==> config.mk <==
export PLATFORM = sky130hd
export DESIGN_NAME = datapath_sequencer
export DESIGN_NICKNAME = d
export VERILOG_FILES = /design/src/rtl/seq_pkg.sv /design/src/rtl/seq_index_counter.sv /design/src/rtl/datapath_sequencer.sv
export SDC_FILE = /design/constraint.sdc
export NUM_CORES = 1
export LEC_CHECK = 0
export CAP_MARGIN = 20
export CORE_UTILIZATION = 40
export CTS_CLUSTER_SIZE = 16
export DETAILED_ROUTE_END_ITERATION = 8
export GPL_ROUTABILITY_DRIVEN = 0
export PLACE_DENSITY = 0.76
export SLEW_MARGIN = 25
export SYNTH_ARGS = -nofsm -noshare
export SYNTH_HDL_FRONTEND = slang
export SYNTH_SLANG_ARGS = --single-unit
export TNS_END_PERCENT = 100
==> constraint.sdc <==
create_clock -name clk -period 2.75 [get_ports clk]
set_input_delay 0.55 -clock clk [delete_from_list [all_inputs] [get_ports clk]]
set_output_delay 0.55 -clock clk [all_outputs]
set_load 0.01 [all_outputs]
==> src/rtl/seq_pkg.sv <==
// Shared types and constants for the datapath sequencer and its index counter.
package seq_pkg;

    typedef enum logic [2:0] {
        S_IDLE,
        S_GEN,
        S_FILL,
        S_CALC,
        S_DONE
    } seq_state_t;

    localparam logic MUX_SEL_LFSR = 1'b0;
    localparam logic MUX_SEL_ALU  = 1'b1;
    localparam int   SEQ_MAX_FILL = 16;

endpackage

==> src/rtl/seq_index_counter.sv <==
// Loadable, clearable step counter with a terminal-compare flag against a run-time limit.
module seq_index_counter #(
    parameter int ADDR_W = 5
) (
    input  logic              clk,
    input  logic              rst,
    input  logic              i_clr,
    input  logic              i_load,
    input  logic [ADDR_W-1:0] i_load_val,
    input  logic              i_inc,
    input  logic [ADDR_W-1:0] i_limit,
    output logic [ADDR_W-1:0] o_idx,
    output logic              o_at_limit
);

    logic [ADDR_W-1:0] r_idx;

    // Clear outranks load, load outranks increment.
    always_ff @(posedge clk or posedge rst) begin
        if (rst) begin
            r_idx <= '0;
        end else if (i_clr) begin
            r_idx <= '0;
        end else if (i_load) begin
            r_idx <= i_load_val;
        end else if (i_inc) begin
            r_idx <= r_idx + ADDR_W'(1);
        end
    end

    assign o_idx      = r_idx;
    assign o_at_limit = (r_idx == i_limit);

endmodule

==> src/rtl/datapath_sequencer.sv <==
// Autonomous fill-then-compute controller for the register-bank / LFSR / ALU datapath.
module datapath_sequencer
    import seq_pkg::*;
#(
    parameter int FILL_COUNT = 8,
    parameter int ADDR_W     = 5
) (
    input  logic              clk,
    input  logic              rst,
    input  logic              start,
    input  logic              abort,
    input  logic [1:0]        op,
    output logic              busy,
    output logic              done,
    output logic              muxctrl,
    output logic              WEreg,
    output logic              WElfsr,
    output logic [ADDR_W-1:0] addr_rd,
    output logic [ADDR_W-1:0] addr_rs1,
    output logic [ADDR_W-1:0] addr_rs2,
    output logic [1:0]        aluctrl,
    output logic [ADDR_W-1:0] idx
);

    if (FILL_COUNT < 2 || FILL_COUNT > SEQ_MAX_FILL) begin : g_bad_fill
        $fatal(1, "datapath_sequencer: FILL_COUNT out of range 2..16");
    end
    if ((2 * FILL_COUNT - 1) > ((1 << ADDR_W) - 1)) begin : g_bad_addr
        $fatal(1, "datapath_sequencer: ADDR_W too narrow for FILL_COUNT");
    end

    localparam logic [ADDR_W-1:0] FC    = ADDR_W'(FILL_COUNT);
    localparam logic [ADDR_W-1:0] FC_M1 = ADDR_W'(FILL_COUNT - 1);

    seq_state_t        r_state;
    seq_state_t        w_next;
    logic [1:0]        r_op;
    logic              w_busy_state;
    logic              w_accept;
    logic              w_clr;
    logic              w_load;
    logic              w_inc;
    logic [ADDR_W-1:0] w_limit;
    logic [ADDR_W-1:0] w_idx;
    logic              w_at_limit;

    seq_index_counter #(
        .ADDR_W(ADDR_W)
    ) u_idx (
        .clk       (clk),
        .rst       (rst),
        .i_clr     (w_clr),
        .i_load    (w_load),
        .i_load_val(ADDR_W'(1)),
        .i_inc     (w_inc),
        .i_limit   (w_limit),
        .o_idx     (w_idx),
        .o_at_limit(w_at_limit)
    );

    assign w_busy_state = (r_state == S_GEN) || (r_state == S_FILL) || (r_state == S_CALC);
    assign w_accept     = (r_state == S_IDLE) && start;
    // The fill phase ends on FILL_COUNT, the compute phase one pair earlier.
    assign w_limit      = (r_state == S_CALC) ? FC_M1 : FC;

    always_ff @(posedge clk or posedge rst) begin
        if (rst) begin
            r_state <= S_IDLE;
            r_op    <= 2'b00;
        end else begin
            r_state <= w_next;
            if (w_accept) begin
                r_op <= op;
            end
        end
    end

    always_comb begin
        w_next   = r_state;
        w_clr    = 1'b0;
        w_load   = 1'b0;
        w_inc    = 1'b0;
        busy     = w_busy_state;
        done     = 1'b0;
        muxctrl  = MUX_SEL_LFSR;
        WEreg    = 1'b0;
        WElfsr   = 1'b0;
        addr_rd  = '0;
        addr_rs1 = '0;
        addr_rs2 = '0;
        aluctrl  = 2'b00;
        idx      = w_idx;

        case (r_state)
            S_IDLE: begin
                if (start) begin
                    w_next = S_GEN;
                    w_load = 1'b1;
                end
            end
            S_GEN: begin
                WElfsr = 1'b1;
                w_next = S_FILL;
            end
            S_FILL: begin
                muxctrl = MUX_SEL_LFSR;
                WEreg   = 1'b1;
                addr_rd = w_idx;
                if (w_at_limit) begin
                    w_next = S_CALC;
                    w_load = 1'b1;
                end else begin
                    w_next = S_GEN;
                    w_inc  = 1'b1;
                end
            end
            S_CALC: begin
                muxctrl  = MUX_SEL_ALU;
                WEreg    = 1'b1;
                addr_rs1 = w_idx;
                addr_rs2 = w_idx + ADDR_W'(1);
                addr_rd  = FC + w_idx;
                aluctrl  = r_op;
                if (w_at_limit) begin
                    w_next = S_DONE;
                end else begin
                    w_inc = 1'b1;
                end
            end
            S_DONE: begin
                done   = 1'b1;
                w_next = S_IDLE;
                w_clr  = 1'b1;
            end
            default: begin
                w_next = S_IDLE;
                w_clr  = 1'b1;
            end
        endcase

        // Abort only redirects the next state; this cycle's write is still issued.
        if (abort && w_busy_state) begin
            w_next = S_IDLE;
            w_clr  = 1'b1;
            w_load = 1'b0;
            w_inc  = 1'b0;
        end
    end

endmodule

==> impl_metrics.json <==
{
  "cpPeakStageDelay_ns": 0.54,
  "rr_endpoint": "u_idx.o_idx[3]",
  "synthTopCellsByCount": "nor2_1, dfrtp_1, a21oi_1, inv_1, ha_1",
  "clockPowerShare_pct": 14.1,
  "overflow": 0,
  "area_delta_synth_final_pct": 51.0,
  "dp_hpwl_mm": 1.67,
  "power.total_mw": 0.974,
  "regArea_um2": 251,
  "dp.cells": 148,
  "powerDensity_nw_per_um2": 821,
  "cts.sinks": 10,
  "fin_hold_ws_ns": 0.516,
  "holdPathEnd": "r_op[0]",
  "placed_area_um2": 1150,
  "clock_latency_ns": 0.27,
  "comb_power_share_pct": 58.4,
  "yosysMostFrequentCell": "nor2_1",
  "drtAntennaViolNets": 0,
  "syn_inst": 91,
  "crit_chain": "nand2b_1 > inv_2 > nand2_2 > inv_2 > ha_1 > a21oi_1 > nor2_1 > clkdlybuf4s50_1",
  "ys_ff_latch": 10,
  "yosysTopAreaCellShare_pct": 31.8,
  "cts_made_buffers": 3,
  "cts_buffer_depth": 2,
  "drc": 0,
  "status": "complete, no violations",
  "grt_pass1_wl_mm": 3.38,
  "fin_nets": 140,
  "p_switching_mw": 0.417,
  "num_rows": 15,
  "worstPathArrival_ns": 2.03,
  "path_clk_slew_ns": 0.07,
  "seqPwrFrac_pct": 27.5,
  "grt_max_degree": 11,
  "finalHoldViolCount": 0,
  "ios": 33,
  "tightest_slew_ns": 0.524,
  "power_leakage_nw": 0.514,
  "multiInputGateArea_um2": 498,
  "setup_violations": 0,
  "fillCellCount": 147,
  "internal_power_mw": 0.557,
  "postLayoutCellArea_um2": 1190,
  "vdd_ir_drop_max_v": 0.000487,
  "cts_setup_buffers": 0,
  "cp_slowest_cell": "clkdlybuf4s50_1",
  "drt-vias-per-instance": 5.49,
  "min-delay-start": "r_op[0]",
  "maxClockFrequency_mhz": 388,
  "synth_nets": 103,
  "die_h_um": 46.3,
  "hold_class": "reg -> reg",
  "antenna_found_initial": 0,
  "cts_tree": "yes",
  "synth_flop_cell": "dfrtp_1",
  "cts-root-buf": "clkbuf_4",
  "die_w_um": 46.3,
  "max-slew-margin-rel_pct": 64.6,
  "worstSetupEndpointType": "output pin",
  "drive_gt1_share_pct": 13.4,
  "synth_area_um2": 786,
  "dieArea_um2": 2150,
  "grt_pass1_vias": 702,
  "synthDistinctLibCells": 35,
  "netSwitchingFraction_pct": 42.8,
  "syn_avg_cell_area_um2": 8.63,
  "via_count": 835,
  "async_flop_share_pct": 100,
  "synth_warnings": 0,
  "finalSetupTns_ns": 0,
  "synth.area.top_cells": "dfrtp_1, ha_1, nor2_1",
  "antenna_cells": 0,
  "reg2regPathDepth": 9,
  "finClkSkew_ns": 0.000324,
  "cp.required_ns": 2.20,
  "final.period_utilization_pct": 93.6,
  "ys_seq_area_share_pct": 31.8,
  "fin_crit_ns": 2.58,
  "rsz0062_at_grt": "no",
  "drv_cap": 0,
  "startpoint_type": "flip-flop",
  "rrSetupSlack_ns": 0.49,
  "cp_max_fo": 9,
  "synth_edf_count": 0,
  "timing.rr.start": "r_state[1]",
  "finalNonFillerCells": 152,
  "synth_top_cell_by_area": "dfrtp_1",
  "cts_hold_buf": 0,
  "finalWirelength_mm": 2.17,
  "path_class": "reg -> out",
  "htreeDepth": 1,
  "drt_iter0_markers": 12,
  "first_pass_iters": 5,
  "crit_top_cell": "inv_2",
  "whs_path_depth": 1,
  "start_util_pct": 44.1,
  "grt_usage_pct": 23.3,
  "final_max_slew_viol_count": 0,
  "coreArea_um2": 1780,
  "numPortBuffers": 32,
  "wl_per_cell_um": 14.3
}
## critical path, delay by kind of cell, from the launching register on
kind                     cells  cell delay [ns]
buffers and inverters        3             0.77
flip-flops                   1             0.45
AND/OR/NAND/NOR              3             0.30
adder cells (fa/ha/maj)      1             0.18
AO/OA/AOI/OAI                1             0.04
## metrics by stage
| step | utilization, % | worst slack (ns) |
|---|---|---|
| after CTS | 66.4 | 0.00477 |
| after global placement | 64.3 | 0.343 |
| final | 66.5 | 0.175 |
| after detailed placement | 64.3 | 0.255 |
| after global routing | 66.5 | 0.0439 |
| after floorplan | - | 0.400 |
## area by class of cell
| cell class | count | area share [%] |
|---|---|---|
| Multi-Input combinational cell | 71 | 42.0 |
| Sequential cell | 10 | 21.2 |
| Timing Repair Buffer | 35 | 28.9 |
| Inverter | 7 | 2.22 |
| Clock buffer | 4 | 3.06 |
| Tap cell | 25 | 2.64 |
## what timing repair did
action                                  CTS  global route
gates resized for setup                   1             3
hold endpoints to repair                  0             0
endpoints found under the setup margin    3             4
## layout by cell type (no fill, tap or decap), types with 2 or more instances in the layout
cell type,instances
inv_2,2
a21oi_1,7
and3_1,3
ha_1,6
inv_1,5
nor2_1,12
o21ai_0,2
buf_4,3
nor3_1,3
clkdlybuf4s50_1,32
nand3_1,5
clkbuf_4,3
mux2_2,2
xor2_1,2
nand2_1,2
dfrtp_1,9
o21bai_1,2
a211oi_1,2
nand2b_1,3
xnor2_1,2
## state kept, by name, indices dropped and copies added (netlist names)
register     flops
r_state          3
r_op             2
u_idx.o_idx      5
## kinds of logic after synthesis
group                      share of synthesized area [%]
and+or+nand+nor                                     27.7
AOI/OAI and AO/OA                                   17.2
buffers and inverters                               5.10
xor gates and xnor gates                            4.46
adders and majority gates                           9.55
DFF                                                 31.8
muxes                                               4.14
## power by group through the flow
stage,registers (mW),clock network [mW],logic (mW)
2_1_floorplan,0.248,0,0.331
3_3_place_gp,0.262,0,0.546
3_5_place_dp,0.266,0,0.558
4_1_cts,0.265,0.137,0.563
5_1_grt,0.275,0.143,0.619
6_report,0.268,0.137,0.569
## layer usage
| layer | global-route usage (%) | vias up | share of wire (%) |
|---|---|---|---|
| met5 | 0 | - | 0 |
| met4 | 12.4 | 0 | 2.2 |
| met3 | 3.53 | 6 | 5.5 |
| met2 | 35.6 | 41 | 48 |
| met1 | 31.2 | 395 | 44 |
| li1 | - | 393 | - |
## how the worst max path moves through the flow
stage	start	to	cells past startpoint	slack, ns
6_report	r_state[1]	addr_rd[2]	8	0.17
5_1_grt	r_state[2]	addr_rd[2]	8	0.04
4_1_cts	r_state[2]	addr_rd[2]	8	0.005
3_5_place_dp	r_state[1]	addr_rd[2]	8	0.25
3_3_place_gp	r_state[1]	addr_rd[2]	8	0.34
2_1_floorplan	r_state[1]	u_idx.o_idx[3]	10	0.40
Note: power is estimated with default switching activity, not from simulation.
==> RTL change 1: new RTL, same flow settings <==
`ADDR_W` is set to 5 in 2 places; all go to 6.
--- a/src/rtl/seq_index_counter.sv
+++ b/src/rtl/seq_index_counter.sv
@@ -1,6 +1,6 @@
 // Loadable, clearable step counter with a terminal-compare flag against a run-time limit.
 module seq_index_counter #(
-    parameter int ADDR_W = 5
+    parameter int ADDR_W = 6
 ) (
     input  logic              clk,
     input  logic              rst,
--- a/src/rtl/datapath_sequencer.sv
+++ b/src/rtl/datapath_sequencer.sv
@@ -3,7 +3,7 @@
     import seq_pkg::*;
 #(
     parameter int FILL_COUNT = 8,
-    parameter int ADDR_W     = 5
+    parameter int ADDR_W     = 6
 ) (
     input  logic              clk,
     input  logic              rst,
Interface: changed (resized addr_rd, addr_rs1, addr_rs2 and idx); port bits go from 33 to 37. No check against the original RTL was run, so the function may have changed too.
==> RTL change 1 against the unedited design <==
Sequential share of layout area shrank 0.76 points; worst setup slack got worse by 0.044 ns; via count up 6.6%; wire length up 13%; sequential cell count is 1 higher; cell area rose by 14%; total power down 1.9%; utilization grew 0.72 points; synthesized area grew 11%; clock power is 23% lower; synthesized cell count up 6.6%; critical path type is now register to register; largest cell class unchanged.
==> RTL change 1: results <==
set metrics [dict create \
    dpl.hpwl_um 1784 \
    syn-num-nets 110 \
    grt_pass1_vias 819 \
    largest_register_ffs 6 \
    avgRoutedWirePerCell_um 14.58 \
    drt_first_pass_iters 4 \
    critPathTopFamily "simple AND/OR/NAND/NOR gates" \
    r2r-end "u_idx.o_idx[0]$_DFFE_PP0P_" \
    setup.worst_path.start "r_state[2]$_DFFE_PP0P_" \
    outcome "finished, final reports clean" \
    cp-end-kind "register" \
    cts_root_buf "clkbuf_4" \
    synth.area.top_cells "dfrtp_1, ha_1, nor2_1" \
    fillers 168 \
    final_area_sq_um 1346 \
    crit_fanout 7 \
    track_usage_pct 22.31 \
    peakVddDrop_v 0.0005852 \
    antenna_cells_inserted 0 \
    timing.final.ws_setup_ns 0.1311 \
    yosysSeqAreaShare_pct 31.70 \
    swShare_pct 41.02 \
    grt_pass1_wl_um 3981 \
    worst-slew-pin-transition_ns 0.5889 \
    synth_commonest_cells "nor2_1, dfrtp_1, and3_1, ha_1, inv_1" \
    drt_iter0_drc 16 \
    portBuffers 36 \
    crit_arrival_ns 2.76 \
    clock_skew_ns 0.003388 \
    dp_slack_ns 0.06323 \
    grt_max_degree 15 \
    synth.distinct_cells 33 \
    power.leakage_nw 0.6480 \
    drive_gt1_share_pct 17.02 \
    via_per_inst 5.298 \
    cp_slowest_cell "or4b_4" \
    nets 155 \
]
-- RTL change 1: cell count changes after synthesis, moves of 3 or more --
cell     before  now
a21oi_1       7    4
and3_1        3    7
nand3_1       5    2
nor2_1       12   15
nor4_1        0    3
-- RTL change 1: logic make-up (layout without fill, tap and decap cells) --
kind of cell	after synthesis	count (layout)	share of synthesized area, %
simple gates	45	45	28.68
compound gates	14	14	13.98
flops	11	11	31.70
buf+inv	10	54	4.467
fa+ha+maj	7	7	10.09
xor+xnor	6	6	6.052
mux	4	4	5.043
-- RTL change 1: through the flow --
stage | total power [mW] | hold slack (ns) | cells
floorplan | 0.5726 | 0.4024 | 97
global placement | 0.7970 | 0.4872 | 162
detailed placement | 0.8232 | 0.4936 | 162
CTS | 0.9306 | 0.5079 | 166
global route | 1.025 | 0.5350 | 168
finish | 0.9551 | 0.5130 | 168
-- RTL change 1: final cells by class --
class / count / area share [%]
multi-input combinational: 76 / 41.82
tap: 27 / 2.509
inverter: 7 / 2.230
timing repair buffer: 43 / 31.04
sequential: 11 / 20.45
clock buffer: 4 / 1.952
-- RTL change 1: worst min path at each step --
stage | start | slack, ns | endpoint
CTS | r_op[1]$_DFFE_PP0P_ | 0.51 | r_op[1]$_DFFE_PP0P_
global placement | r_op[0]$_DFFE_PP0P_ | 0.49 | r_op[0]$_DFFE_PP0P_
floorplan | rst | 0.40 | r_op[0]$_DFFE_PP0P_
detailed placement | r_op[1]$_DFFE_PP0P_ | 0.49 | r_op[1]$_DFFE_PP0P_
global route | r_op[1]$_DFFE_PP0P_ | 0.54 | r_op[1]$_DFFE_PP0P_
finish | r_op[1]$_DFFE_PP0P_ | 0.51 | r_op[1]$_DFFE_PP0P_
-- RTL change 1: timing repair --
action / in CTS / in global routing
hold endpoints to repair: 0 / 0
resized for setup: 0 / 3
hold buffers: 0 / 0
endpoints found under the setup margin: 0 / 3
buffers inserted: 0 / 2
-- RTL change 1: routing by layer --
metal | vias to the layer above | track usage (%) | wire, um
li1 | 432 | - | -
met1 | 422 | 28.80 | 1097
met2 | 32 | 38.73 | 1231
met3 | 4 | 1.258 | 94
met4 | 0 | 9.314 | 26
met5 | - | 0 | 0
-- RTL change 1: power by group through the flow --
stage          Combinational, mW  Sequential, mW  Clock, mW
2_1_floorplan              0.321           0.252          0
3_3_place_gp               0.546           0.251          0
3_5_place_dp               0.568           0.256          0
4_1_cts                    0.569           0.252      0.109
5_1_grt                    0.650           0.260      0.115
6_report                   0.596           0.253      0.106
-- RTL change 1: worst register-to-register path: cells and delay by family (launching register included) --
kind,cells,cell delay (ns)
buffers and inverters,2,0.19
and+or+nand+nor,4,1.15
DFF,1,0.38
muxes,1,0.35
AOI/OAI and AO/OA,1,0.20
adders and majority gates,1,0.23
==> RTL change 2: new RTL, same flow settings <==
Without the edit above. Register the output `muxctrl`; this adds one clock of latency there. The other outputs are not delayed to match.
--- a/src/rtl/datapath_sequencer.sv
+++ b/src/rtl/datapath_sequencer.sv
@@ -21,6 +21,8 @@
     output logic [1:0]        aluctrl,
     output logic [ADDR_W-1:0] idx
 );
+
+    logic muxctrl_d;
 
     if (FILL_COUNT < 2 || FILL_COUNT > SEQ_MAX_FILL) begin : g_bad_fill
         $fatal(1, "datapath_sequencer: FILL_COUNT out of range 2..16");
@@ -82,7 +84,7 @@
         w_inc    = 1'b0;
         busy     = w_busy_state;
         done     = 1'b0;
-        muxctrl  = MUX_SEL_LFSR;
+        muxctrl_d = MUX_SEL_LFSR;
         WEreg    = 1'b0;
         WElfsr   = 1'b0;
         addr_rd  = '0;
@@ -103,7 +105,7 @@
                 w_next = S_FILL;
             end
             S_FILL: begin
-                muxctrl = MUX_SEL_LFSR;
+                muxctrl_d = MUX_SEL_LFSR;
                 WEreg   = 1'b1;
                 addr_rd = w_idx;
                 if (w_at_limit) begin
@@ -115,7 +117,7 @@
                 end
             end
             S_CALC: begin
-                muxctrl  = MUX_SEL_ALU;
+                muxctrl_d = MUX_SEL_ALU;
                 WEreg    = 1'b1;
                 addr_rs1 = w_idx;
                 addr_rs2 = w_idx + ADDR_W'(1);
@@ -147,5 +149,9 @@
         end
     end
 
+    always_ff @(posedge clk) begin
+        muxctrl <= muxctrl_d;
+    end
+
 endmodule
 
Function: no difference found for any inputs over 10 cycles, from zero or initial values and one cycle with rst high; that may be too few to reach the edited logic, so the function may still have changed.
==> RTL change 2 against the unedited design <==
Count of clock-buffer cells in the layout stayed put; sequential share of layout area up 1.1 points; synthesized area is 4.6% higher; first-iteration DRC count grew 25%; via count down 5.5%; worst setup slack got worse by 0.020 ns; cell area grew 2.4%; sequential cell count up 1; sequential power is 14% lower; total power shrank 30%; synthesized cell count grew 5.5%; wire length shrank 8.1%; critical path type unchanged.
==> RTL change 2: results <==
set metrics [dict create \
    outcome "finished, final reports clean" \
    grt_max_degree 14 \
    worst-slew-pin-transition_ns 0.4951 \
    holdWs_ns 0.5036 \
    critPathTopFamily "buffers and inverters" \
    antenna_cells_inserted 0 \
    async_flop_share_pct 90.91 \
    clock_skew_ns 0.006981 \
    grtUsageMet1_pct 23.83 \
    wl_met2_um 952 \
    crit_fanout 9 \
    synth.distinct_cells 35 \
    setup.worst_path.start "r_state[2]$_DFFE_PP0P_" \
    drv_slew 0 \
    hold_depth 1 \
    track_usage_pct 20.58 \
    avgRoutedWirePerCell_um 12.52 \
    largest_register_ffs 5 \
    r2r-end "u_idx.o_idx[4]$_DFFE_PP0P_" \
    nets 145 \
    cts_buffers 3 \
    dpl.hpwl_um 1545 \
    reg2reg_depth 9 \
    crit_arrival_ns 2.05 \
    yosysSeqAreaShare_pct 32.88 \
    wl_met1_um 907 \
    p_int_mw 0.4193 \
    wl_met3_um 105 \
    grt_pass1_wl_um 3118 \
    via_per_inst 4.962 \
    fillers 174 \
    critPathMaxStageDelay_ns 0.53 \
    synth_commonest_cells "nor2_1, dfrtp_1, a21oi_1" \
    grt_antenna_before_repair 0 \
    dpl_cell_area_sq_um 1177 \
    drt_iter0_drc 15 \
    r2r_setup_slack_ns 0.42 \
    use_met2_pct 35.62 \
    drive_gt1_share_pct 12.88 \
    synth.area.top_cells "dfrtp_1, ha_1, nor2_1" \
    worstHoldStart "r_op[0]$_DFFE_PP0N_" \
    r2r-start "r_state[1]$_DFFE_PP0P_" \
    peakVddDrop_v 0.0003301 \
    worstSetupEndpoint "addr_rd[2]" \
    syn-num-nets 108 \
    power.leakage_nw 0.5287 \
    drt_first_pass_iters 4 \
    grt_pass1_vias 726 \
    met3_usage_pct 3.846 \
]
[RTL change 2: cell types whose count changed after synthesis, moves of 2 or more]
| cell | delta |
|---|---|
| nor2b_1 | +3 |
| o21ai_0 | +2 |
| nand2b_1 | -2 |
| o21bai_1 | -2 |
| o21a_1 | +3 |
| nand3_1 | -2 |
| nand2_1 | +3 |
| nor3_1 | +2 |
[RTL change 2: cell families (layout without fill, tap and decap cells)]
kind of cell    Yosys count  in the layout  synth area share (%)
mux                       2              2                 2.740
flops                    11             11                 32.88
compound gates           21             21                 17.35
fa+ha+maj                 6              6                 9.132
simple gates             43             43                 29.83
buf+inv                  10             46                 4.870
xor+xnor                  3              3                 3.197
[RTL change 2: through the flow]
step	worst slack, ns	std cells
2_1_floorplan	0.5036	96
3_3_place_gp	0.3108	154
3_5_place_dp	0.2375	154
4_1_cts	0.01851	158
5_1_grt	0.03143	159
6_report	0.1547	159
[RTL change 2: repair_timing]
item                       4_1_cts  5_1_grt
buffers inserted                 0        1
resized for setup                1        2
setup endpoints to repair        3        3
[RTL change 2: power groups by stage]
stage	Combinational [mW]	Sequential (mW)	Clock, mW
5_1_grt	0.367	0.235	0.125
4_1_cts	0.332	0.232	0.119
3_5_place_dp	0.330	0.235	0
2_1_floorplan	0.201	0.231	0
6_report	0.336	0.230	0.116
3_3_place_gp	0.325	0.234	0
[RTL change 2: final cells by class]
cell class | instances | area (sq um) | area share [%]
clock buffers | 4 | 26.28 | 2.163
well taps | 27 | 33.78 | 2.781
repair buffers | 35 | 342.8 | 28.22
inverters | 7 | 28.78 | 2.369
flip-flops and latches | 11 | 271.5 | 22.35
multi-input cells | 75 | 511.7 | 42.12
